==> config.mk <==
export PLATFORM = sky130hd
export DESIGN_NAME = mmio_bus_arbiter
export DESIGN_NICKNAME = d
export VERILOG_FILES = /design/src/rtl/mmio_bus_arbiter.sv
export SDC_FILE = /design/constraint.sdc
export NUM_CORES = 1
export LEC_CHECK = 0
export ABC_AREA = 1
export CELL_PAD_IN_SITES_DETAIL_PLACEMENT = 1
export CELL_PAD_IN_SITES_GLOBAL_PLACEMENT = 1
export CORE_MARGIN = 2
export CORE_UTILIZATION = 28
export DETAILED_ROUTE_END_ITERATION = 7
export PLACE_DENSITY_LB_ADDON = 0.1
export SLEW_MARGIN = 20
export SYNTH_ARGS = -nofsm -noshare
export SYNTH_HDL_FRONTEND = slang
export SYNTH_SLANG_ARGS = --single-unit
==> constraint.sdc <==
create_clock -name clk -period 11.05 [get_ports clk]
set_input_delay 3.315 -clock clk [delete_from_list [all_inputs] [get_ports clk]]
set_output_delay 3.315 -clock clk [all_outputs]
set_load 0.01 [all_outputs]
==> src/rtl/mmio_bus_arbiter.sv <==
// mmio_bus_arbiter
//   Two-requester round-robin arbiter that shares one MMIO register-slave port between
//   the CPU data port (m0) and the debug/loader port (m1). Every accepted request becomes
//   a single-cycle slave access. Occupancy is fixed at 3 cycles: IDLE -> ACCESS -> RESP.
//
// Optional feature: define ARB_LOCK_EN to add m0_lock_i/m1_lock_i. A locked command makes
//   IDLE consider only that master until one of its unlocked transactions is accepted.
//   This supports atomic read-modify-write.
//
// Ports
//   clk, rst             clock (rising edge); asynchronous active-high reset
//   mN_req_i             request, held until mN_gnt_o is seen
//   mN_we_i              1 = write, 0 = read (stable while requesting)
//   mN_addr_i/wdata_i    byte address / write data (stable while requesting)
//   mN_lock_i            (ARB_LOCK_EN only) lock request, sampled with req
//   mN_gnt_o             one-cycle pulse, command accepted (ACCESS)
//   mN_rvalid_o          one-cycle pulse, transaction complete (RESP)
//   mN_rdata_o           read data with rvalid (0 for writes and out-of-window accesses)
//   mN_err_o             with rvalid, address fell outside the decoded window
//   s_we_o/addr_o/wdata_o  slave command; s_we_o pulses only in ACCESS for in-window writes
//   s_rdata_i            slave read data, combinational from s_addr_o
module mmio_bus_arbiter #(
  parameter int unsigned        ADDR_W    = 32,
  parameter int unsigned        DATA_W    = 32,
  parameter logic [ADDR_W-1:0]  ADDR_BASE = ADDR_W'(32'h4000_0000),
  parameter logic [ADDR_W-1:0]  ADDR_MASK = ADDR_W'(32'hFFFF_F000)
) (
  input  logic              clk,
  input  logic              rst,
  input  logic              m0_req_i,
  input  logic              m0_we_i,
  input  logic [ADDR_W-1:0] m0_addr_i,
  input  logic [DATA_W-1:0] m0_wdata_i,
  input  logic              m1_req_i,
  input  logic              m1_we_i,
  input  logic [ADDR_W-1:0] m1_addr_i,
  input  logic [DATA_W-1:0] m1_wdata_i,
`ifdef ARB_LOCK_EN
  input  logic              m0_lock_i,
  input  logic              m1_lock_i,
`endif
  output logic              m0_gnt_o,
  output logic              m0_rvalid_o,
  output logic [DATA_W-1:0] m0_rdata_o,
  output logic              m0_err_o,
  output logic              m1_gnt_o,
  output logic              m1_rvalid_o,
  output logic [DATA_W-1:0] m1_rdata_o,
  output logic              m1_err_o,
  output logic              s_we_o,
  output logic [ADDR_W-1:0] s_addr_o,
  output logic [DATA_W-1:0] s_wdata_o,
  input  logic [DATA_W-1:0] s_rdata_i
);

  typedef enum logic [1:0] {StIdle, StAccess, StResp} state_e;

  state_e              state_q, state_d;
  logic                win_q, win_d;           // 0 = m0, 1 = m1
  logic                last_q, last_d;         // master granted most recently
  logic                cmd_we_q, cmd_we_d;
  logic [ADDR_W-1:0]   cmd_addr_q, cmd_addr_d;
  logic [DATA_W-1:0]   cmd_wdata_q, cmd_wdata_d;
  logic [DATA_W-1:0]   rdata_q, rdata_d;

  logic                req0, req1, winner;
  logic                in_window;
  logic                in_access, in_resp;

`ifdef ARB_LOCK_EN
  logic                lock_q, lock_d;
  logic                lock_owner_q, lock_owner_d;

  // While locked, the other master is invisible to arbitration.
  assign req0 = m0_req_i & (~lock_q | ~lock_owner_q);
  assign req1 = m1_req_i & (~lock_q | lock_owner_q);
`else
  assign req0 = m0_req_i;
  assign req1 = m1_req_i;
`endif

  // Tie goes to the master that did not win last; a lone requester always wins.
  assign winner    = (req0 & req1) ? ~last_q : req1;
  assign in_window = ((cmd_addr_q & ADDR_MASK) == (ADDR_BASE & ADDR_MASK));

  always_ff @(posedge clk or posedge rst) begin
    if (rst) begin
      state_q     <= StIdle;
      win_q       <= 1'b0;
      last_q      <= 1'b1;
      cmd_we_q    <= 1'b0;
      cmd_addr_q  <= '0;
      cmd_wdata_q <= '0;
      rdata_q     <= '0;
    end else begin
      state_q     <= state_d;
      win_q       <= win_d;
      last_q      <= last_d;
      cmd_we_q    <= cmd_we_d;
      cmd_addr_q  <= cmd_addr_d;
      cmd_wdata_q <= cmd_wdata_d;
      rdata_q     <= rdata_d;
    end
  end

`ifdef ARB_LOCK_EN
  always_ff @(posedge clk or posedge rst) begin
    if (rst) begin
      lock_q       <= 1'b0;
      lock_owner_q <= 1'b0;
    end else begin
      lock_q       <= lock_d;
      lock_owner_q <= lock_owner_d;
    end
  end
`endif

  always_comb begin
    state_d     = state_q;
    win_d       = win_q;
    last_d      = last_q;
    cmd_we_d    = cmd_we_q;
    cmd_addr_d  = cmd_addr_q;
    cmd_wdata_d = cmd_wdata_q;
    rdata_d     = rdata_q;
`ifdef ARB_LOCK_EN
    lock_d       = lock_q;
    lock_owner_d = lock_owner_q;
`endif
    unique case (state_q)
      StIdle: begin
        if (req0 | req1) begin
          state_d     = StAccess;
          win_d       = winner;
          last_d      = winner;
          cmd_we_d    = winner ? m1_we_i    : m0_we_i;
          cmd_addr_d  = winner ? m1_addr_i  : m0_addr_i;
          cmd_wdata_d = winner ? m1_wdata_i : m0_wdata_i;
`ifdef ARB_LOCK_EN
          // An unlocked command from the owner releases the lock.
          lock_d       = winner ? m1_lock_i : m0_lock_i;
          lock_owner_d = winner;
`endif
        end
      end
      StAccess: begin
        state_d = StResp;
        rdata_d = (cmd_we_q | ~in_window) ? '0 : s_rdata_i;
      end
      StResp: begin
        state_d = StIdle;
      end
      default: begin
        state_d = StIdle;
      end
    endcase
  end

  assign in_access = (state_q == StAccess);
  assign in_resp   = (state_q == StResp);

  assign m0_gnt_o    = in_access & ~win_q;
  assign m1_gnt_o    = in_access & win_q;
  assign m0_rvalid_o = in_resp & ~win_q;
  assign m1_rvalid_o = in_resp & win_q;
  assign m0_rdata_o  = (in_resp & ~win_q) ? rdata_q : '0;
  assign m1_rdata_o  = (in_resp & win_q) ? rdata_q : '0;
  assign m0_err_o    = in_resp & ~win_q & ~in_window;
  assign m1_err_o    = in_resp & win_q & ~in_window;

  // Command regs only change when entering ACCESS, so s_addr/s_wdata hold between accesses.
  assign s_we_o    = in_access & cmd_we_q & in_window;
  assign s_addr_o  = cmd_addr_q;
  assign s_wdata_o = cmd_wdata_q;

endmodule

======== After elaboration in Yosys (flattened, before gate mapping) ========
Index checks and enable logic that the tools add are counted.
operators by class
  equality and inequality tests ........... 4
  muxes and demuxes ....................... 9
  bitwise operators ....................... 14
  reductions and logical operators ........ 2
operators by type and width
  operator                                                count
  2-to-1 mux 32 bit                                       5
  equality test 20 x 19 -> 1 bit (second input constant)  1
  AND 1 bit                                               9
  case mux 2 bit (2 select lines)                         1
  inverter 1 bit                                          3
  equality test 2 x 1 -> 1 bit (second input constant)    1
  equality test 2 bit (second input constant)             1
  zero test 2 bit                                         1
  2-to-1 mux 1 bit                                        2
  2-to-1 mux 2 bit                                        1
  inequality test 2 bit (second input constant)           1
  bitwise OR 1 bit                                        2
  AND reduction 2 bit                                     1
word-level totals
  bits in registers ....................... 101
  bits of input ports ..................... 166
  output and inout port bits .............. 135

======== Logic depth before layout (Yosys ltp) ========
Gate-level depths: netlist of the first run.
  depth in word-level cells ............... 4
  mapped depth ............................ 8
  mapped depth without buffers ............ 8

======== Worst setup path after synthesis of the first run ========
No wires, ideal clock.
  path type ............................... flip-flop to output port
  from .................................... register state_q[0]
  to ...................................... output m1_rdata_o[0]
  data arrival time ....................... 1.259 ns
  required time ........................... 7.735 ns
  slack ................................... 6.476 ns
  stages on the path, launching flop included .. 5
  buffers on the path ..................... 1
  cell sequence ........................... dfrtp_1 nor3_2 inv_1 clkbuf_1 nor2_1
between the ends
  cells in the longest elaborated chain, start to end .. 3
ends and longest elaborated chain
  item                    RTL line  source
  start, declared         58        state_e state_q, state_d;
  start signal, assigned  88        state_q <= StIdle;
  start signal, assigned  96        state_q <= state_d;
  equality test 2 bit     160       assign in_resp = (state_q == StResp);
  AND 1 bit               --
  named net m1_rvalid_o   47        output logic m1_rvalid_o,
  2-to-1 mux 32 bit       167       assign m1_rdata_o = (in_resp & win_q) ? rdata_q : '0;
  end, declared           48        output logic [DATA_W-1:0] m1_rdata_o,
The timed path passes the listed nets, and every way through them passes these cells.

======== Worst setup path after layout of the first run ========
  from .................................... register state_q[1]
  to ...................................... output s_we_o
between the ends
  cells in the longest elaborated chain, start to end .. 3
ends and longest elaborated chain
  item                          RTL line  source
  equality test 2 x 1 -> 1 bit  159       assign in_access = (state_q == StAccess);
  AND 1 bit (2 in a row)        172       assign s_we_o = in_access & cmd_we_q & in_window;
  end, declared                 50        output logic s_we_o,
Every way passes these cells.

==> results by group, run 1 <==
Floorplanning
  • Chip height: between 100 and 150 µm
  • Chip width: between 100 and 150 µm
  • Number of cell rows: just under 50
  • # IOs: approximately 300
  • Initial core utilization: between 20 and 30%
  • Full die area: between 15000 and 20000 µm²
  • Core Area: 18000 µm²

Logic synthesis
  • Synth Instances: between 700 and 800
  • Net Count, Synth: 881
  • YS warnings: 0
  • Post-Syn Area per Cell: 7.24 µm²
  • FF+latch count, synth: 101
  • Sequential fraction of the synthesis area: 48.9%
  • Yosys cell types: 18
  • Mapped Area: between 5000 and 6000 µm²

Route
  • DR vias/cell: 4.58
  • WL/cell: ~16 µm
  • Final WL: approximately 19000 µm
  • Met3 wire len: 1690 µm
  • First-pass DRT Iterations: 5
  • Total number of vias: about 5600
  • Iter 0 DRT Violations: about 160
  • Highest metal used: met4
  • Routed met2 length: 9170 µm
  • DRC violations left: 0
  • Post-Route M1 WL: about 8000 µm
  • Antenna viol nets, final: 0

Worst setup path
  • CP max stage delay: roughly 0.58 ns
  • Slowest-stage cell, CP: clkdlybuf4s50_1
  • Most used cell, CP: inv_1
  • Crit path launch type: flop
  • Crit-path cells: inv_1, nand2_2, buf_4, inv_1, nand2_1, nor2_1, clkdlybuf4s50_1
  • CP Max Fanout: 43
  • Worst Setup End Kind: primary output
  • Critical path required time: between 7 and 8 ns
  • Critical path class: flop to primary output
  • Worst EP arrival: 2.52 ns

Global routing
  • Remaining Overflow, GRT: 0
  • First-pass GRT wire length: 31000 µm
  • Initial antenna violation count: 0
  • Vias in the first global route: 5852
  • Pin count of the biggest net entering global routing: between 70 and 80
  • Global Route Usage Sum: between 10% and 20%

Power
  • Pwr dens: 201 nW/µm²
  • Peak VDD IR: ~0.094 mV
  • Leakage power: around 3.7 nW

Outcome
  • Status: completed

Finish
  • Post-layout nets: about 1200
  • Share of cells above drive strength 1: under 10%
  • Area grow syn2layout: 66.5%
  • Antenna diodes: 0

Clock network
  • Post-cts resize count: 0
  • Clk buf depth: 2
  • CTS tree: yes
  • H-tree levels: 3
  • Number of post-CTS setup repair buffers: 0
  • Clk Latency, worst-skew pair: about 0.34 ns
  • Hold-fix buffers, CTS: 0
  • CTS Root Cell: clkbuf_16
  • Sink Count: between 100 and 150
  • Clock transition at path regs: about 0.070 ns
  • Cts bufs inserted: 9

Timing
  • Hold Slack: between 0.4 and 0.5 ns
  • RSZ-0062 raised after global routing: no
  • Final setup viols: 0
  • Slew @ Worst Pin: about 1.1 ns
  • Setup_tns: 0 ns
  • Slew Limit Fails: 0
  • Fin crit share: between 50% and 60%
  • Min Clock Period, post-route: between 5 and 6 ns
  • Final hold vios: 0
  • FMAX: ~0.17 GHz
  • Skew final: just over 0.01 ns
  • Worst slew margin: 28.4%

Place
  • DP Wirelength: roughly 14000 µm
  • RePlAce Congestion: 0.775
  • Port bufs: 300

Flow run
  • # Max-Cap Violations: 0

Min path
  • HP Class: flop to flop
==> worst max-delay path: cells and delay by family, from the launching register on <==
family | cells | cell delay [ns]
buffers and inverters | 4 | 1.25
DFF | 1 | 0.43
and+or+nand+nor | 3 | 0.47
==> metrics by stage <==
step / std cells / setup WS [ns] / total power, mW / utilization (%) / area (µm²)
after CTS: 1218 / 5.17 / 1.76 / 47.8 / 8620
final: 1218 / 5.22 / 1.73 / 47.8 / 8620
after global placement: 1202 / 5.47 / 1.40 / 46.1 / 8300
after global routing: 1218 / 5.03 / 1.86 / 47.8 / 8620
after detailed placement: 1202 / 5.41 / 1.41 / 46.1 / 8300
after floorplan: 715 / 5.09 / 0.989 / - / 5170
==> sequential cells by signal, indices dropped and copies added (netlist names) <==
name,cells
rdata_q,32
s_addr_o,32
s_wdata_o,32
state_q,2
cmd_we_q,1
last_q,1
win_q,1
==> cell usage after synthesis <==
library cell | instances | area [µm²]
nand2_1 | 181 | 679
nor2_1 | 173 | 649
dfrtp_1 | 100 | 2500
inv_1 | 88 | 330
a31oi_1 | 51 | 319
buf_2 | 34 | 170
nand4_1 | 33 | 206
clkbuf_1 | 15 | 56.3
o21ai_0 | 15 | 75.1
o22ai_1 | 14 | 87.6
nand3_1 | 3 | 15.0
nor3_2 | 2 | 20.0
buf_1 | 1 | 3.75
dfstp_2 | 1 | 26.3
nor2_2 | 1 | 6.26
nor3_1 | 1 | 5.00
nor3_4 | 1 | 16.3
o21ai_1 | 1 | 5.00
==> routing by layer <==
metal  track usage (%)  vias up
met5                 0        -
met2              32.7      211
met3              6.97       28
met4              6.58        0
li1                  -     2775
met1              24.1     2564
==> cell usage in the layout (no fill, tap or decap), types with 8 or more instances in the layout <==
| master | Yosys | layout |
|---|---|---|
| a31oi_1 | 51 | 51 |
| o21ai_0 | 15 | 15 |
| dfrtp_1 | 100 | 100 |
| nor2_1 | 173 | 172 |
| o22ai_1 | 14 | 14 |
| clkbuf_16 | 0 | 9 |
| buf_4 | 0 | 8 |
| inv_1 | 88 | 85 |
| nand2_1 | 181 | 179 |
| clkdlybuf4s50_1 | 0 | 300 |
| nand4_1 | 33 | 33 |
==> power by group <==
group / switching, mW / total [mW] / internal, mW / leakage, nW
Combinational: 0.439 / 0.816 / 0.377 / 2.32
Clock: 0.144 / 0.338 / 0.194 / 0.152
Sequential: 0.0781 / 0.578 / 0.500 / 1.24
Total: 0.661 / 1.73 / 1.07 / 3.71
==> area by class of cell <==
cell class,count,area [µm²]
clock buffer,13,270
clock inverter,3,42.5
fill,2195,9410
inverter,88,333
multi-input combinational,476,2090
sequential,101,2530
tap,229,287
timing repair buffer,308,3060
==> kinds of logic (layout without fill, tap and decap cells) <==
logic type	Yosys count	in the layout	synth area share [%]
AOI/OAI and AO/OA	81	81	9.41
buffers and inverters	138	412	10.8
and+or+nand+nor	395	395	30.9
DFF	101	101	48.9
==> worst paths after layout <==
path / from / slack [ns] / cells after the start / endpoint
setup / recovery: state_q[1]$_DFFE_PP0P_ / 5.22 / 7 / s_we_o
hold / removal: rdata_q[11]$_DFFE_PP0N_ / 0.48 / 2 / rdata_q[11]$_DFFE_PP0N_
setup reg to reg: state_q[0]$_DFFE_PP0P_ / 8.75 / 5 / s_addr_o[20]$_DFFE_PP0P_
hold reg to reg: rdata_q[11]$_DFFE_PP0N_ / 0.48 / 2 / rdata_q[11]$_DFFE_PP0N_
max in group asynchronous: rst / 6.41 / 3 / s_wdata_o[1]$_DFFE_PP0P_
min in group asynchronous: rst / 3.35 / 2 / rdata_q[19]$_DFFE_PP0N_
Note: power is estimated with default switching activity, not from simulation.
==> inputs of run 2 (changes only) <==
--- a/config.mk
+++ b/config.mk
@@ -9,7 +9,7 @@
 export CELL_PAD_IN_SITES_DETAIL_PLACEMENT = 1
 export CELL_PAD_IN_SITES_GLOBAL_PLACEMENT = 1
 export CORE_MARGIN = 2
-export CORE_UTILIZATION = 28
+export CORE_UTILIZATION = 23
 export DETAILED_ROUTE_END_ITERATION = 7
 export PLACE_DENSITY_LB_ADDON = 0.1
 export SLEW_MARGIN = 20
==> constraint.sdc (replaced) <==
create_clock -name clk -period 5.1 [get_ports clk]
set_input_delay 1.53 -clock clk [delete_from_list [all_inputs] [get_ports clk]]
set_output_delay 1.53 -clock clk [all_outputs]
set_load 0.01 [all_outputs]
==> results by group, run 2 (synthesis results as in run 1) <==
Place
  • DP Wirelength: 14700 µm (was 14000 µm)
  • Pre-CTS setup slack: 1.32 ns (was 5.41 ns)
  • RePlAce Congestion: 0.781 (was 0.775)
  • Port bufs: 300 (unchanged)
  • Post-Place Cells: 1256 (was 1202)

Power
  • Leakage power: 3.74 nW (was 3.71 nW)
  • Internal power: 2.37 mW (was 1.07 mW)
  • Switching share of power: 38.0% (was 38.1%)
  • Logic gate share of total power: 47.1% (about the same)
  • Power Total: 3.82 mW (was 1.73 mW)
  • Clock share of power: 20.3% (was 19.5%)
  • Sequential share of power: 32.6% (was 33.4%)
  • Pwr dens: 438 nW/µm² (was 201 nW/µm²)
  • Peak VDD IR: 0.183 mV (was 0.0944 mV)
  • P_sw: 1.45 mW (was 661 µW)

Worst setup path
  • Worst EP arrival: 2.94 ns (was 2.52 ns)
  • Critical path class: flop to primary output (unchanged)
  • CP max stage delay: 0.82 ns (was 0.58 ns)
  • Worst Setup End Kind: primary output (unchanged)
  • CP delay by family, top: buffers and inverters (unchanged)
  • CP Max Fanout: 32 (was 43)
  • CP Buf/Inv Count: 2 (was 4)
  • Critical path required time: 3.57 ns (was 7.74 ns)
  • Slowest-stage cell, CP: clkinv_1 (was clkdlybuf4s50_1)
  • Crit path launch type: flop (unchanged)
  • Crit-path cells: nor3_2, clkinv_1, nor2_1, clkdlybuf4s50_1 (was inv_1, nand2_2, buf_4, inv_1, nand2_1, nor2_1, clkdlybuf4s50_1)

Clock network
  • H-tree levels: 3 (unchanged)
  • Number of post-CTS setup repair buffers: 0 (unchanged)
  • Cts bufs inserted: 9 (unchanged)
  • Post-cts resize count: 0 (unchanged)
  • Clk buf depth: 2 (unchanged)
  • CTS Root Cell: clkbuf_16 (unchanged)
  • Clock transition at path regs: 0.07 ns (about the same)
  • Sink Count: 101 (unchanged)
  • CTS tree: yes (unchanged)
  • Clk Latency, worst-skew pair: 0.35 ns (was 0.34 ns)
  • Hold-fix buffers, CTS: 0 (unchanged)

Timing
  • Slew Limit Fails: 0 (unchanged)
  • Worst slew margin: 26.8% (was 28.4%)
  • Min Clock Period, post-route: around 4.5 ns
  • Skew final: 0.0104 ns (was 0.0103 ns)
  • Slew @ Worst Pin: 1.09 ns (was 1.07 ns)
  • Setup_tns: 0 ns (unchanged)
  • Final setup viols: 0 (unchanged)
  • Final WS setup: 0.631 ns (was 5.22 ns)
  • FMAX: ~0.22 GHz
  • Fin crit share: 87.6%
  • Final hold vios: 0 (unchanged)
  • RSZ-0062 raised after global routing: no (unchanged)

Min path
  • HP Class: flop to flop (unchanged)

Global routing
  • Global routing usage on met2: 27.3% (was 32.7%)
  • Met3 GRT Util: 6.71% (was 6.97%)
  • First-pass GRT wire length: 32300 µm (was 31000 µm)
  • Remaining Overflow, GRT: 0 (unchanged)
  • Met1 GRT Util: 21.9% (was 24.1%)
  • Global Route Usage Sum: 17.3% (was 19.8%)
  • Pin count of the biggest net entering global routing: 60 (was 76)
  • Most used routing layer: met2 (unchanged)
  • Vias in the first global route: 5775 (was 5852)
  • Initial antenna violation count: 2 (was 0)

Flow run
  • # Max-Cap Violations: 0 (unchanged)

Floorplanning
  • Full die area: 23700 µm² (was 19600 µm²)
  • Chip width: 154 µm (was 140 µm)
  • Core Area: 22000 µm² (was 18000 µm²)
  • Initial core utilization: 23.6% (was 28.7%)
  • # IOs: 301 (unchanged)
  • Chip height: 154 µm (was 140 µm)
  • Number of cell rows: 54 (was 49)

Route
  • Total number of vias: 5565 (was 5578)
  • DR vias/cell: 4.38 (was 4.58)
  • Antenna viol nets, final: 0 (unchanged)
  • Iter 0 DRT Violations: 271 (was 162)
  • DRC violations left: 0 (unchanged)
  • WL/cell: 15.9 µm (about the same)
  • Final WL: 20300 µm (was 19400 µm)
  • First-pass DRT Iterations: 4 (was 5)

Finish
  • Share of cells above drive strength 1: 3.53% (was 3.34%)
  • Antenna diodes: 0 (unchanged)
  • Most frequent cells in the layout: 300 x clkdlybuf4s50_1, 179 x nand2_1, 172 x nor2_1 (unchanged)
  • Post-route insts no fill: 1272 (was 1218)
  • Post-layout nets: 1153 (was 1150)
  • Most common cell after layout, fill and taps aside: clkdlybuf4s50_1 (unchanged)
  • Area grow syn2layout: 68.8% (was 66.5%)

Outcome
  • Status: completed (unchanged)
run 2: cell count changes in the layout (fill, tap and decap cells not counted):
cell and change:
buf_12 +1, clkbuf_8 -1, clkinvlp_4 -1, clkinv_4 +1, clkinv_1 +1, clkbuf_1 +1, inv_1 -1, clkinv_2 -1
bufinv_16 +1, buf_4 +2
run 2: final cells by class:
cell class | instances | area [µm²]
tap | 280 | 350
timing repair buffer | 311 | 3100
inverter | 88 | 333
sequential | 101 | 2530
fill | 2672 | 13200
clock buffer | 13 | 260
clock inverter | 3 | 68.8
multi-input combinational | 476 | 2090
run 2: per-stage QoR:
stage / instance area [µm²] / hold slack [ns] / util (%)
finish: 8730 / 0.482 / 39.8
global route: 8730 / 0.503 / 39.8
CTS: 8730 / 0.486 / 39.8
detailed placement: 8400 / 0.465 / 38.3
global placement: 8400 / 0.464 / 38.3
floorplan: 5170 / 0.449 / -
run 2: worst register-to-register path: stages, from the launching register on:
cell and delay, ns:
dfrtp_1 0.46, nor3_4 0.70, buf_4 0.49, o21ai_0 0.17, o22ai_1 0.13
run 2: routing by layer:
metal	wire [µm]	share of wire, %
met1	8950	44
met5	27	0.13
met4	306	1.5
met3	1860	9.2
met2	9130	45
run 2: final timing paths:
kind	from	endpoint	slack [ns]	cells past startpoint
worst max-delay path	state_q[0]$_DFFE_PP0P_	m0_rdata_o[9]	0.63	4
worst min-delay path	rdata_q[2]$_DFFE_PP0N_	rdata_q[2]$_DFFE_PP0N_	0.48	2
worst max register to register	state_q[0]$_DFFE_PP0P_	s_addr_o[14]$_DFFE_PP0P_	3.07	4
worst min register to register	rdata_q[2]$_DFFE_PP0N_	rdata_q[2]$_DFFE_PP0N_	0.48	2
max in group asynchronous	rst	s_addr_o[7]$_DFFE_PP0P_	2.69	3
min in group asynchronous	rst	s_wdata_o[5]$_DFFE_PP0P_	1.69	2
run 2: power by group through the flow:
| stage | clock [mW] | sequential (mW) | combinational (mW) |
|---|---|---|---|
| 2_1_floorplan | 0 | 1.37 | 0.776 |
| 3_5_place_dp | 0 | 1.26 | 1.83 |
| 3_3_place_gp | 0 | 1.25 | 1.83 |
| 5_1_grt | 0.836 | 1.29 | 2.00 |
| 6_report | 0.777 | 1.25 | 1.80 |
| 4_1_cts | 0.812 | 1.25 | 1.84 |
==> inputs of run 3 (changes only) <==
--- a/config.mk
+++ b/config.mk
@@ -9,7 +9,7 @@
 export CELL_PAD_IN_SITES_DETAIL_PLACEMENT = 1
 export CELL_PAD_IN_SITES_GLOBAL_PLACEMENT = 1
 export CORE_MARGIN = 2
-export CORE_UTILIZATION = 23
+export CORE_UTILIZATION = 26
 export DETAILED_ROUTE_END_ITERATION = 7
 export PLACE_DENSITY_LB_ADDON = 0.1
 export SLEW_MARGIN = 20
==> constraint.sdc (replaced) <==
create_clock -name clk -period 4.35 [get_ports clk]
set_input_delay 1.305 -clock clk [delete_from_list [all_inputs] [get_ports clk]]
set_output_delay 1.305 -clock clk [all_outputs]
set_load 0.01 [all_outputs]
==> results by group, run 3 (synthesis results as in run 1) <==
Outcome
  • Status: completed (unchanged)

Clock network
  • Clk buf depth: 2 (unchanged)
  • Sink Count: 101 (unchanged)
  • Cts bufs inserted: 9 (unchanged)
  • CTS tree: yes (unchanged)
  • H-tree levels: 3 (unchanged)
  • Clk Latency, worst-skew pair: 0.35 ns (about the same)
  • CTS Root Cell: clkbuf_16 (unchanged)
  • Hold-fix buffers, CTS: 0 (unchanged)
  • Number of post-CTS setup repair buffers: 0 (unchanged)
  • Post-cts resize count: 0 (unchanged)
  • Clock transition at path regs: 0.07 ns (about the same)

Worst setup path
  • Slowest-stage cell, CP: clkdlybuf4s50_1 (was clkinv_1)
  • Crit path launch type: flop (unchanged)
  • Worst EP arrival: 2.36 ns (was 2.94 ns)
  • CP Max Fanout: 32 (unchanged)
  • R2R cell count: 6 (was 4)
  • CP Buf/Inv Count: 2 (unchanged)
  • Critical path required time: 3.04 ns (was 3.57 ns)
  • Critical path class: flop to primary output (unchanged)
  • R2R Setup Slk: 2.45 ns (was 3.07 ns)
  • Worst Setup End Kind: primary output (unchanged)
  • RR Endpoint: cmd_we_q$_DFFE_PP0P_ (was s_addr_o[14]$_DFFE_PP0P_)
  • Worst R2R Start: last_q$_DFFE_PP1P_ (was state_q[0]$_DFFE_PP0P_)
  • CP delay by family, top: buffers and inverters (unchanged)
  • CP max stage delay: 0.57 ns (was 0.82 ns)
  • Crit-path cells: nor3_2, inv_1, nor2_1, clkdlybuf4s50_1 (was nor3_2, clkinv_1, nor2_1, clkdlybuf4s50_1)

Finish
  • Post-route insts no fill: 1254 (was 1272)
  • Most frequent cells in the layout: 300 x clkdlybuf4s50_1, 179 x nand2_1, 172 x nor2_1 (unchanged)
  • Area grow syn2layout: 69.1% (was 68.8%)
  • Multi-input gate area: 2090 µm² (unchanged)
  • Storage cell area: 2530 µm² (unchanged)
  • Fill cell count: 2370 (was 2672)
  • Antenna diodes: 0 (unchanged)
  • Post-layout nets: 1150 (was 1153)
  • Most common cell after layout, fill and taps aside: clkdlybuf4s50_1 (unchanged)
  • Share of cells above drive strength 1: 3.44% (was 3.53%)

Global routing
  • Most used routing layer: met2 (unchanged)
  • Pin count of the biggest net entering global routing: 135 (was 60)
  • First-pass GRT wire length: 31000 µm (was 32300 µm)
  • Remaining Overflow, GRT: 0 (unchanged)
  • Initial antenna violation count: 0 (was 2)
  • Global routing usage on met2: 29.9% (was 27.3%)
  • Met1 GRT Util: 23.1% (was 21.9%)
  • Met3 GRT Util: 7.20% (was 6.71%)
  • Vias in the first global route: 5536 (was 5775)
  • Global Route Usage Sum: 18.6% (was 17.3%)

Power
  • Peak VDD IR: 0.296 mV (was 0.183 mV)
  • Switching share of power: 37.4% (was 38.0%)
  • Logic gate share of total power: 46.6% (was 47.1%)
  • Internal power: 2.82 mW (was 2.37 mW)
  • Leakage power: 3.75 nW (was 3.74 nW)
  • Sequential share of power: 32.3% (was 32.6%)
  • Clock share of power: 21.2% (was 20.3%)
  • P_sw: 1.69 mW (was 1.45 mW)
  • Pwr dens: 516 nW/µm² (was 438 nW/µm²)

Route
  • DR vias/cell: 4.42 (was 4.38)
  • Iter 0 DRT Violations: 176 (was 271)
  • DRC violations left: 0 (unchanged)
  • Total number of vias: 5544 (was 5565)
  • First-pass DRT Iterations: 4 (unchanged)
  • Antenna viol nets, final: 0 (unchanged)
  • Final WL: 19300 µm (was 20300 µm)
  • WL/cell: 15.4 µm (was 15.9 µm)

Place
  • Pre-CTS setup slack: 0.990 ns (was 1.32 ns)
  • DP Wirelength: 13800 µm (was 14700 µm)
  • Post-Place Cells: 1238 (was 1256)
  • RePlAce Congestion: 0.733 (was 0.781)
  • Port bufs: 300 (unchanged)

Timing
  • Slew Limit Fails: 0 (unchanged)
  • Skew final: 0.00948 ns (was 0.0104 ns)
  • RSZ-0062 raised after global routing: no (unchanged)
  • Fin crit share: a little over four fifths
  • Min Clock Period, post-route: roughly 3.7 ns
  • Final setup viols: 0 (unchanged)
  • Final hold vios: 0 (unchanged)
  • Final WS setup: 0.689 ns (was 0.631 ns)
  • Slew @ Worst Pin: 1.01 ns (was 1.09 ns)
  • FMAX: roughly 0.27 GHz
  • Worst slew margin: 32.9% (was 26.8%)
  • Setup_tns: 0 ns (unchanged)

Min path
  • HP Class: flop to flop (unchanged)
  • Hold endpoint: rdata_q[4]$_DFFE_PP0N_ (was rdata_q[2]$_DFFE_PP0N_)
  • Worst Hold Launch: rdata_q[4]$_DFFE_PP0N_ (was rdata_q[2]$_DFFE_PP0N_)
  • Hold path cells: 2 (unchanged)

Floorplanning
  • Chip width: 145 µm (was 154 µm)
  • Number of cell rows: 51 (was 54)
  • # IOs: 301 (unchanged)
  • Core Area: 19500 µm² (was 22000 µm²)
  • Initial core utilization: 26.5% (was 23.6%)
  • Chip height: 145 µm (was 154 µm)
  • Full die area: 21000 µm² (was 23700 µm²)

Flow run
  • # Max-Cap Violations: 0 (unchanged)
run 3: cell types whose count changed in the layout (fill, tap and decap cells not counted):
cell and change:
buf_12 +3, buf_4 -6, bufinv_16 +1, clkbuf_1 -1, clkbuf_8 -1, clkinv_1 -2
clkinv_4 +1, inv_1 +1, inv_2 +1
run 3: through the flow:
| stage | area [µm²] | hold slack, ns | utilization, % | total power, mW |
|---|---|---|---|---|
| floorplan | 5170 | 0.449 | - | 2.51 |
| global placement | 8400 | 0.464 | 43.0 | 3.60 |
| detailed placement | 8400 | 0.468 | 43.0 | 3.61 |
| CTS | 8750 | 0.486 | 44.8 | 4.60 |
| global route | 8750 | 0.511 | 44.8 | 4.84 |
| finish | 8750 | 0.482 | 44.8 | 4.51 |
run 3: worst reg2reg max path, stage by stage, from the launching register on:
cell,delay (ns)
dfstp_2,0.53
nand2_1,0.07
nand2_2,0.49
inv_2,0.10
buf_12,0.24
o21ai_0,0.22
o22ai_1,0.11
run 3: worst max path at each step:
stage,from,to,cells after the start
after CTS,state_q[1]$_DFFE_PP0P_,m1_rdata_o[5],5
after global routing,state_q[1]$_DFFE_PP0P_,m1_rdata_o[5],5
after detailed placement,state_q[0]$_DFFE_PP0P_,m1_rdata_o[5],4
after floorplan,rst,cmd_we_q$_DFFE_PP0P_,1
final,state_q[0]$_DFFE_PP0P_,m0_rdata_o[21],4
after global placement,state_q[1]$_DFFE_PP0P_,m1_rdata_o[5],5
run 3: area by class of cell:
type	instances	share of cell area [%]
Clock inverter	5	1.23
Clock buffer	11	2.77
Tap cell	265	3.79
Timing Repair Buffer	308	35.6
Inverter	88	3.80
Sequential cell	101	28.9
Multi-Input combinational cell	476	23.9
run 3: power groups by stage:
stage	registers [mW]	clock network, mW	logic (mW)
after CTS	1.46	0.989	2.15
after global routing	1.50	1.03	2.31
after detailed placement	1.48	0	2.13
final	1.46	0.955	2.10
after floorplan	1.60	0	0.910
after global placement	1.46	0	2.14
run 3: per-layer routing:
metal | vias to the layer above | share of wire (%)
met5 | - | 0
met4 | 0 | 1.6
met3 | 21 | 9.0
met2 | 201 | 46
met1 | 2538 | 44
li1 | 2784 | -
==> variant 1: new RTL, settings of run 3 <==
The parameter `ADDR_W` goes from 32 to 64.
--- a/src/rtl/mmio_bus_arbiter.sv
+++ b/src/rtl/mmio_bus_arbiter.sv
@@ -21,5 +21,5 @@
 //   s_rdata_i            slave read data, combinational from s_addr_o
 module mmio_bus_arbiter #(
-  parameter int unsigned        ADDR_W    = 32,
+  parameter int unsigned        ADDR_W    = 64,
   parameter int unsigned        DATA_W    = 32,
   parameter logic [ADDR_W-1:0]  ADDR_BASE = ADDR_W'(32'h4000_0000),
Ports: changed (resized m0_addr_i, m1_addr_i and s_addr_o); port bits go from 301 to 397. No check against the original RTL was run, so the function may have changed too.
==> variant 1 against run 3 <==
Worst setup slack worse by 0.16 ns; total power is 49% higher; maximum frequency decreased by 4.2%; synthesized area is 27% higher; wire length up 41%; global-route usage is 2.0 points higher; clock power is 86% higher; worst hold slack worse by 0.0020 ns; sequential cell count is 32 higher; final area grew 32%; count of clock-buffer cells in the layout increased by 8; utilization increased by 1.6 points.
==> variant 1: results (changes against run 3) <==
Parameter                              Value

Outcome
  Result of the run    completed

Pwr
  Clock network power consumption    1780 µW (+86%)
  Cell internal power dissipation    4325 µW (+53%)
  Largest voltage drop on the vdd net    248.1 µV (-16%)
  Reported leakage power    0.004929 µW (+31%)

Final layout
  Filler Cell Count    2,987 (+26%)
  Final net count    1,484 (+29%)
  Final design area excluding fillers    0.01158 mm² (+32%)
  Number of flip-flops under the largest register name    64
  Share of final-layout standard cells stronger than drive strength 1    0.04186 (+0.007486)

Placement
  Count of input and output buffers    396 (+32%)
  Post-detail-place hpwl    20,260 µm (+46%)
  Placed cell area    0.01086 mm² (+29%)
  GPL Wtd Cong    0.7622 (+4.0%)

Drt
  Mean number of vias per cell    4.525 (+2.3%)
  Detailed router's first-iteration violation count    275 (+56%)
  Routed WL    27,240 µm (+41%)

Clock network
  Skew-Pair Late Insertion Delay    0.42 ns (+0.07 ns)
  Max H-tree Level    4 (+1)
  Number of buffers created by CTS    17 (+8)

Synthesis
  Leading register cell type out of synthesis    sky130_fd_sc_hd__dfrtp_1
  Count of different cell masters after synthesis    17 (-1)
  Leading post-synthesis cells by instance count    sky130_fd_sc_hd__nand2_1, sky130_fd_sc_hd__nor2_1, sky130_fd_sc_hd__dfrtp_1
  Mapped Nets    1,118 (+27%)
  Count of warnings emitted by yosys    0 (unchanged)
  Cell types with the largest area share after synthesis    sky130_fd_sc_hd__dfrtp_1, sky130_fd_sc_hd__nand2_1, sky130_fd_sc_hd__nor2_1, sky130_fd_sc_hd__a31oi_1, sky130_fd_sc_hd__inv_1
  Seq/Total Area, Yosys    0.5068 (+0.01801)

Setup path
  Arrival time reported for the critical path endpoint    2.52 ns (+0.16 ns)
  Largest fanout on the critical path    32 (unchanged)
  Top Family by Delay on Critical Path    buffers and inverters
  R2R setup slack    2.41 ns (-0.04 ns)
  Crit Reg-Reg Endpoint    s_addr_o[13]

Global routing
  GR Util All Layers    0.2053 (+0.01963)
  Vias in the first global route    7,375 (+33%)
  Met3 Usage GRT    0.07945 (+0.007437)
  Pin count of the biggest net entering global routing    106 (-21%)
  GR met1 Demand/Resource    0.2262 (-0.004931)
  Initial antenna violation count    2 (+2)
  Met2 track demand over resource in global routing    0.3692 (+0.07065)

Timing
  Setup Skew    0.01280 ns (+0.003312 ns)
  Transition time at the pin with the least slew margin    0.9947 ns (-0.01116 ns)

Worst hold path
  Endpoint of the worst hold path    rdata_q[6]
## variant 1: worst max-delay path by stage
stage               cells past startpoint              to        from  slack, ns
floorplan                               1        cmd_we_q         rst       1.39
global placement                        4  m0_rdata_o[13]  state_q[0]       0.99
detailed placement                      5   m1_rdata_o[3]  state_q[1]       0.91
CTS                                     5   m1_rdata_o[3]  state_q[1]       0.46
global route                            4  m0_rdata_o[22]  state_q[0]       0.24
finish                                  4  m0_rdata_o[12]  state_q[0]       0.53
## variant 1: cell type report
type / instances / share of cell area
Timing Repair Buffer: 410 / 0.3569
Antenna cell: 1 / 0.0002162
Tap cell: 330 / 0.03567
Clock inverter: 12 / 0.02378
Multi-Input combinational cell: 604 / 0.2287
Sequential cell: 133 / 0.2876
Clock buffer: 19 / 0.03826
Inverter: 88 / 0.02886
## variant 1: cell families (layout without fill, tap and decap cells)
| group | count (synthesis) | after routing | synth area share |
|---|---|---|---|
| buffers and inverters | 151 | 529 | 0.09255 |
| DFF | 133 | 133 | 0.5068 |
| AOI/OAI and AO/OA | 113 | 113 | 0.1046 |
| and+or+nand+nor | 491 | 491 | 0.2961 |
| other | 0 | 1 | 0 |
## variant 1: through the flow
step           total power [µW]  hold slack (ns)  instances  setup WS [ns]
6_report                   6737           0.4798       1597         0.5300
5_1_grt                    7179           0.5041       1597         0.2426
4_1_cts                    6839           0.4831       1596         0.4577
3_5_place_dp               5020           0.4657       1565         0.9127
3_3_place_gp               4971           0.4632       1565         0.9870
2_1_floorplan              3389           0.4495        888          1.395
## variant 1: metal layers
| layer | wire [µm] | vias up |
|---|---|---|
| met4 | 476 | 0 |
| li1 | - | 3555 |
| met3 | 2290 | 22 |
| met2 | 14060 | 229 |
| met1 | 10410 | 3420 |
| met5 | 0 | - |
==> variant 2: new RTL, settings of run 3 <==
Without the edit above. Encoding of `state_e`: now one-hot (3 bits for 3 states).
--- a/src/rtl/mmio_bus_arbiter.sv
+++ b/src/rtl/mmio_bus_arbiter.sv
@@ -54,5 +54,5 @@
 );
 
-  typedef enum logic [1:0] {StIdle, StAccess, StResp} state_e;
+  typedef enum logic [2:0] {StIdle = 3'b001, StAccess = 3'b010, StResp = 3'b100} state_e;
 
   state_e              state_q, state_d;
Formal check against the unedited RTL: same outputs for any inputs over 10 cycles, from zero or initial values and one cycle with rst high; not proved beyond that.
==> variant 2 against run 3 <==
Highest routed layer unchanged; total power down 4.1%; worst setup slack better by 0.20 ns; sequential cell count up 1; synthesized cell count is 28% higher; wire length grew 8.8%; final area grew 8.8%; synthesized area increased by 16%; clock skew down 0.00063 ns.
==> variant 2: results (changes against run 3) <==
Parameter                              Value

Timing
  Final hold slack    0.4821 ns (+0.0002760 ns)
  Peak clock frequency supported by timing    288.7 MHz (+5.7%)
  Worst slew margin relative to its limit    0.5115 (+0.1828)

Global routing
  GR met1 Demand/Resource    0.2089 (-0.02215)
  Pin count of the biggest net entering global routing    136 (+0.74%)
  Met3 Usage GRT    0.06028 (-0.01173)

Pwr
  Largest voltage drop on the vdd net    303.4 µV (+2.6%)
  Power density of the placed cells    455.1 mW/mm² (-12%)
  Reported leakage power    0.004656 µW (+24%)

Final layout
  Buffers, non-clock    311 (+0.97%)
  Multi-input gate count    493 (+3.6%)
  Final net count    1,353 (+18%)
  Filler Cell Count    2,865 (+21%)
  Clock distribution area overhead in the final layout    0.03313 (-0.006914)
  ANT cells    1 (+1)
  Area of the multi-input gates    0.002161 mm² (+3.3%)
  Sequential Area    0.002555 mm² (+1.0%)
  Non-clock buffer share of cell area    0.3268 (-0.02899)
  Non-Clock Inverter Count    270 (+210%)
  Share of final-layout standard cells stronger than drive strength 1    0.03523 (+0.0008567)

Drt
  DR WL/cell    14.22 µm (-7.7%)
  Wire length on met2    9982 µm (+13%)
  Routed WL    21,020 µm (+8.8%)
  WL met1    8863 µm (+5.3%)
  Vias after detailed routing    6,220 (+12%)

Setup path
  R2R setup slack    2.53 ns (+0.08 ns)
  Critical path destination    m1_rdata_o[10]
  Critical Path Source    state_q[1]
  Arrival time reported for the critical path endpoint    2.16 ns (-0.20 ns)

Worst hold path
  Endpoint of the worst hold path    rdata_q[22]
  Launch instance of the worst min-delay path    rdata_q[22]

Synthesis
  Mapped Nets    1,081 (+23%)
  Seq/Total Area, Yosys    0.4247 (-0.06405)
  Cell count after synthesis    915 (+28%)

Placement
  GPL Wtd Cong    0.7464 (+1.8%)
  Worst-case setup slack after placement    1.233 ns (+0.2430 ns)

Outcome
  Result of the run    completed
==> variant 2: changes by cell type in the layout (fill, tap and decap cells not counted), moves of 2 or more <==
cell                      change
sky130_fd_sc_hd__a31oi_1     -51
sky130_fd_sc_hd__buf_12       -2
sky130_fd_sc_hd__nor3_2       -2
sky130_fd_sc_hd__nand2_1    -101
sky130_fd_sc_hd__o22ai_1     -14
sky130_fd_sc_hd__o21ai_0    +103
sky130_fd_sc_hd__o21ai_2      +7
sky130_fd_sc_hd__inv_1      +182
sky130_fd_sc_hd__nor2_1      +69
sky130_fd_sc_hd__buf_4        +5
sky130_fd_sc_hd__o21ai_1      +6
==> variant 2: power by group <==
| group | total (µW) | internal [µW] | switching, µW |
|---|---|---|---|
| combinational | 1980 | 896 | 1080 |
| sequential | 1470 | 1280 | 191 |
| clock | 886 | 508 | 378 |
| total | 4330 | 2680 | 1650 |
